File: config.mk
export PLATFORM = sky130hd
export DESIGN_NAME = peripheral_mpram_wb_slave
export DESIGN_NICKNAME = d
export VERILOG_FILES = /design/src/rtl/peripheral_mpram_wb_slave.sv
export SDC_FILE = /design/constraint.sdc
export NUM_CORES = 1
export LEC_CHECK = 0
export BUFFER_PORTS_ARGS = -buffer_cell sky130_fd_sc_hd__buf_4
export CAP_MARGIN = 20
export CORE_AREA = 2 2 75 77
export DETAILED_ROUTE_END_ITERATION = 8
export DIE_AREA = 0 0 77 79
export GPL_TIMING_DRIVEN = 0
export PLACE_DENSITY = 0.76
export SETUP_SLACK_MARGIN = 0.5
export SLEW_MARGIN = 15
export SYNTH_ARGS = -nofsm -noshare
export SYNTH_HDL_FRONTEND = slang
export SYNTH_SLANG_ARGS = --single-unit
File: constraint.sdc
create_clock -name clk -period 1.5 [get_ports clk]
set_input_delay 0.3 -clock clk [delete_from_list [all_inputs] [get_ports clk]]
set_output_delay 0.3 -clock clk [all_outputs]
set_load 0.03 [all_outputs]
File: src/rtl/peripheral_mpram_wb_slave.sv
// Wishbone B4 slave front end for a 1-cycle-latency, byte-enabled RAM.
// Handles classic and incrementing bursts by prefetching the next burst address.
module peripheral_mpram_wb_slave #(
  parameter int DEPTH = 256,
  parameter int AW    = $clog2(DEPTH),
  parameter int DW    = 32
) (
  input  logic          clk,
  input  logic          rst,
  input  logic [31:0]   wb_adr_i,
  input  logic [DW-1:0] wb_dat_i,
  input  logic [3:0]    wb_sel_i,
  input  logic          wb_we_i,
  input  logic          wb_cyc_i,
  input  logic          wb_stb_i,
  input  logic [2:0]    wb_cti_i,
  input  logic [1:0]    wb_bte_i,
  output logic [DW-1:0] wb_dat_o,
  output logic          wb_ack_o,
  output logic          wb_err_o,
  output logic [3:0]    ram_we,
  output logic [DW-1:0] ram_din,
  output logic [AW-1:0] ram_waddr,
  output logic [AW-1:0] ram_raddr,
  input  logic [DW-1:0] ram_dout
);
  typedef enum logic {S_IDLE, S_BURST} state_t;

  state_t        r_state;
  logic          r_ack, r_err;
  logic          w_req, w_oor, w_last, w_idle_accept, w_wr_ok, w_prefetch;
  logic [AW-1:0] w_wadr, w_mask, w_inc, w_next;
  logic          w_unused;

  assign w_req         = wb_cyc_i & wb_stb_i;
  assign w_oor         = |wb_adr_i[31:AW+2];
  assign w_last        = (wb_cti_i == 3'b111);
  assign w_wadr        = wb_adr_i[AW+1:2];
  assign w_idle_accept = (r_state == S_IDLE) & w_req & ~r_ack & ~r_err;
  assign w_unused      = ^wb_adr_i[1:0];

  // Wrap bursts only advance the low address bits; linear advances all of them.
  always_comb begin
    w_mask = '1;
    case (wb_bte_i)
      2'b01:   w_mask = AW'(3);
      2'b10:   w_mask = AW'(7);
      2'b11:   w_mask = AW'(15);
      default: w_mask = '1;
    endcase
  end

  assign w_inc  = w_wadr + AW'(1);
  assign w_next = (w_wadr & ~w_mask) | (w_inc & w_mask);

  // While a burst beat is being acked, the master still shows the current
  // address, so look one word ahead to have the next beat's data ready.
  assign w_prefetch = (r_state == S_BURST) & r_ack & ~w_last;
  assign ram_raddr  = w_prefetch ? w_next : w_wadr;
  assign ram_waddr  = w_wadr;
  assign ram_din    = wb_dat_i;
  assign wb_dat_o   = ram_dout;

  assign w_wr_ok = ~rst & w_req & wb_we_i & ~w_oor &
                   (w_idle_accept | (r_state == S_BURST));
  assign ram_we  = w_wr_ok ? wb_sel_i : 4'b0000;

  assign wb_ack_o = r_ack;
  assign wb_err_o = r_err;

  always_ff @(posedge clk or posedge rst) begin
    if (rst) begin
      r_state <= S_IDLE;
      r_ack   <= 1'b0;
      r_err   <= 1'b0;
    end else begin
      r_ack <= 1'b0;
      r_err <= 1'b0;
      case (r_state)
        S_IDLE: begin
          if (w_idle_accept) begin
            if (w_oor) begin
              r_err <= 1'b1;
            end else begin
              r_ack <= 1'b1;
              if (wb_cti_i == 3'b010) r_state <= S_BURST;
            end
          end
        end
        S_BURST: begin
          // An end-of-burst beat shown while acked completes at this edge.
          if (w_req & ~w_oor & ~w_last) begin
            r_ack <= 1'b1;
          end else begin
            r_state <= S_IDLE;
            if (w_req & w_oor) r_err <= 1'b1;
          end
        end
        default: r_state <= S_IDLE;
      endcase
    end
  end
endmodule

== Yosys cells after proc, flatten, opt, wreduce, memory -nomap -nowiden ==
Cells that the tools add are included.

* Bits of input ports: 110
* Word-level logic and storage cells: 50
* Memory bits (read-only): 0
* Memory bits (writable): 0
* Flip-flop bits (word level): 3
* Memories: 0
* Latch bits: 0

* Div/mod/pow operators: 0
* Shifts and indexed selects: 0
* Bitwise operators: 24
* Multipliers: 0
* Magnitude comparators: 0
* Add/sub/neg operators: 1
* Reduce and logical (&&, ||, !) cells: 1
* Muxes and demuxes: 16
* Eq/ne operators: 5

{| class="wikitable"
|+ Operator list
! kind !! count
|-
| 8-bit one-hot mux with 3 select lines || 1
|-
| 22-bit OR reduction || 1
|-
| 8-bit AND || 2
|-
| 1-bit AND || 13
|-
| 1-bit two-way mux || 10
|-
| 8-bit by 1-bit adder with 8-bit output (second input constant) || 1
|-
| 8-bit two-way mux || 1
|-
| 8-bit inverter || 1
|-
| 8-bit OR || 1
|-
| 1-bit inverter || 6
|-
| 1-bit one-hot mux with 2 select lines || 3
|-
| 2-bit equality test (second input constant) || 2
|-
| 4-bit two-way mux || 1
|-
| 3-bit by 2-bit equality test with 1-bit output (second input constant) || 1
|-
| 3-bit equality test (second input constant) || 1
|-
| 2-bit by 1-bit equality test with 1-bit output (second input constant) || 1
|-
| 1-bit OR || 1
|}

== Depth between registers and ports, before layout ==
* Word-level depth: 7
* Mapped depth: 5
* Mapped depth without buffers: 5

== Worst setup path before layout ==
OpenSTA, ideal clock, no wires.

* Kind: input to output
* Start point: in wb_adr_i[11]
* End point: out ram_we[0]
* Setup slack: -622 ps
* Cell stages on the path: 3
* Arrival: 1,822 ps
* Path through: nor4_2 -> nand4_2 -> nor4_1

* Longest elaborated chain between the ends: 5

{| class="wikitable"
|+ RTL lines
! element !! line !! source
|-
| start, declared || 10 || <nowiki>input logic [31:0] wb_adr_i,</nowiki>
|-
| 22-bit OR reduction || 36 || <nowiki>assign w_oor = |wb_adr_i[31:AW+2];</nowiki>
|-
| 1-bit inverter || 64 || <nowiki>assign w_wr_ok = ~rst & w_req & wb_we_i & ~w_oor &</nowiki>
|-
| 1-bit AND (2 in series) || 64 ||
|-
| 4-bit two-way mux || 66 || <nowiki>assign ram_we = w_wr_ok ? wb_sel_i : 4'b0000;</nowiki>
|-
| end, declared || 21 || <nowiki>output logic [3:0] ram_we,</nowiki>
|}

Every way passes these cells.

== Final worst setup path ==
* Start point: reg r_ack (netlist: wb_ack_o)
* End point: out ram_we[1]

* Longest elaborated chain between the ends: 6

{| class="wikitable"
|+ RTL lines
! element !! line !! source
|-
| start, declared || 30 || <nowiki>logic r_ack, r_err;</nowiki>
|-
| start signal, assigned || 74 || <nowiki>r_ack <= 1'b0;</nowiki>
|-
| start signal, assigned || 77 || <nowiki>r_ack <= 1'b0;</nowiki>
|-
| start signal, assigned || 85 || <nowiki>r_ack <= 1'b1;</nowiki>
|-
| 1-bit inverter || 39 || <nowiki>assign w_idle_accept = (r_state == S_IDLE) & w_req & ~r_ack & ~r_err;</nowiki>
|-
| 1-bit AND (2 in series) || 39 ||
|-
| 1-bit OR || 65 || <nowiki>(w_idle_accept | (r_state == S_BURST));</nowiki>
|-
| 1-bit AND || 64 ||
|-
| 4-bit two-way mux || 66 ||
|}

Every way passes these cells.

==> impl_metrics.yaml <==
setup_path:
  r2r-start: "wb_ack_o"
  critPathCaptureType: "output pin"
  critical_path_class: "reg2out"
  rr_worst_depth: 4
  worst-path-max-fanout: 4
  reg2reg_slack_ps: 80
  cp-start-kind: "flop"
  cp_data_required_time_ps: 1200
  r2r_end: "r_state"
  arrival_ps: 1460
cells_and_area:
  fin_util_pct: 50.7
  syn2layout_area_growth_pct: 158
  num_antenna_cells: 0
  instances_no_fill: 347
  mostFrequentLayoutCells: "176 x buf_4, 33 x buf_6, 11 x nor4_4, 6 x xor2_2, 5 x inv_1"
  final_common_cell: "buf_4"
  drive_gt1_share_pct: 92.7
  nets: 389
routing:
  drt_first_pass_iters: 4
  met1Wirelength_mm: 1.18
  drt_iter0_drc: 8
  top_layer: "met4"
  vias_per_cell: 3.90
  ant_nets: 0
  wl_met2_mm: 2.44
  drc: 0
  vias: 1355
  drt-total-wl_mm: 4.00
  wl_per_cell_um: 11.5
  wl_met3_um: 342
min_path:
  holdCritPathClass: "in2reg"
  hp-start: "wb_stb_i"
  worst_hold_path.endpoint: "r_state"
  hold_depth: 3
floorplan:
  initial_core_util_pct: 19.6
  fp.dieW_um: 77
  core-area_um2: 5340
  pin_count: 196
  die_area_um2: 6080
  die_height_um: 79
  rows: 27
cts:
  tritoncts: "built"
  cts_buffers: 3
  clkTransAtPathRegs_ps: 30
  clock_latency_ps: 210
  cts.path.max_buffers: 2
  cts.sinks: 3
  cts_root_buf: "clkbuf_8"
  cts-htree-levels: 1
synthesis:
  synth_nets: 245
  synth_top_cell_area_share_pct: 51.6
  synth_cell_types: 23
  synth_seq_cells: 3
  ys_warn_count: 0
  synth_area_leaders: "buf_4 52%, dfrtp_1 7.2%, xor2_1 5.8%, nor4_1 4.8%, ha_1 3.6%"
  synth_area_um2: 1050
  yosys.area.top_type: "buf_4"
  ys_seq_area_share_pct: 7.16
  synthCells: 132
  syn_avg_cell_area_um2: 7.94
timing:
  relSlewSlack_pct: 79.7
  drv_slew: 0
  fin_skew_ps: 0.993
  rsz0062_at_grt: "true"
  max_freq_mhz: 570
  tightestPinTransition_ps: 303
  finalHoldViolations: 0
  fin_setup_tns_ps: -2260
  setup_slack_ps: -255
  finalCritPeriodShare_pct: 117
  fin_crit_ps: 1760
  final-setup-viol-count: 11
grt:
  grt_pass1_vias: 1357
  grt_max_degree: 9
  antenna_found_initial: 0
  grt_first_pass_wirelength_mm: 6.01
  globalRouteOverflowTotal: 0
  grt_util_all_layers_pct: 11.8
placed_design:
  place_inst: 333
  gp_congestion: 0.824
  dpl_worst_slack_ps: -338
  hpwl_mm: 3.50
  io_buffers: 129
run_status:
  status: "finished with violations"
  violations: "negative setup slack"
run:
  maxCapViolations: 0
power_and_ir_drop:
  power.leakage_nw: 1.37
  power.density_nw_per_um2: 413
  vdd_ir_drop_max_mv: 0.215
==> per-stage QoR <==
step	total power, mW	cell area (µm²)	hold slack [ps]
floorplan	0.540	1330	53.5
global placement	0.828	2390	188
detailed placement	0.837	2390	196
CTS	1.12	2670	372
global route	1.17	2700	382
finish	1.12	2700	372
==> critical path: stages (launching register included) <==
cell and delay (ps):
dfrtp_2 440, o21bai_4 160, nand4bb_4 160, buf_12 170, nor4_4 140, buf_6 170
==> power by group <==
part	total, mW	switching, mW	leakage (nW)	internal (mW)
Clock	0.230	0.0493	0.0228	0.181
Sequential	0.0852	0.00194	0.0363	0.0833
Combinational	0.802	0.396	1.31	0.406
==> timing repair <==
action | in CTS | in global routing
buffers inserted | 8 | 1
hold buffers | 1 | 0
endpoints found under the setup margin | 24 | 20
pin swaps | 20 | 5
endpoints found under the hold margin | 3 | 0
resized for setup | 39 | 8
==> final cells by class <==
type	instances	area [µm²]
multi-input cells	49	721
clock buffers	4	45.0
plain buffers	73	561
fillers	509	2630
flip-flops and latches	3	78.8
repair buffers	139	1180
well taps	72	90.1
inverters	7	26.3
==> layer usage <==
layer,track usage (%),up-vias
met5,0,-
met3,1.70,4
met4,3.75,0
met2,25.2,86
li1,-,655
met1,11.3,610
==> registers in the layout (all words and copies together) (netlist names) <==
signal	cells
wb_ack_o	1
wb_err_o	1
r_state	1
==> synth_stat cells <==
cell type	count
buf_4	72
nor4_1	8
inv_1	7
xor2_1	7
nand2_1	6
dfrtp_1	3
ha_1	3
nand3_1	3
nand4_1	3
nor4_2	3
a2111oi_2	2
nor2_1	2
nor3_1	2
o21bai_1	2
and3_1	1
buf_2	1
mux2_2	1
nand4_2	1
nand4bb_1	1
nor4_4	1
nor4b_1	1
nor4b_2	1
o21ba_2	1
==> worst max-delay path by stage <==
stage            startpoint      endpoint  slack (ps)
2_1_floorplan      wb_err_o     ram_we[0]        -190
3_3_place_gp   wb_adr_i[26]     ram_we[2]        -340
3_5_place_dp   wb_adr_i[26]     ram_we[1]        -340
4_1_cts            wb_ack_o     ram_we[3]        -280
5_1_grt            wb_ack_o  ram_raddr[6]        -340
6_report           wb_ack_o     ram_we[1]        -260
==> logic make-up after synthesis <==
family	share of synthesized area [%]
xor+xnor	5.85
fa+ha+maj	3.58
simple gates	22.6
flops	7.16
buf+inv	54.5
compound gates	5.25
mux	1.07
Note: power is estimated with default switching activity, not from simulation.
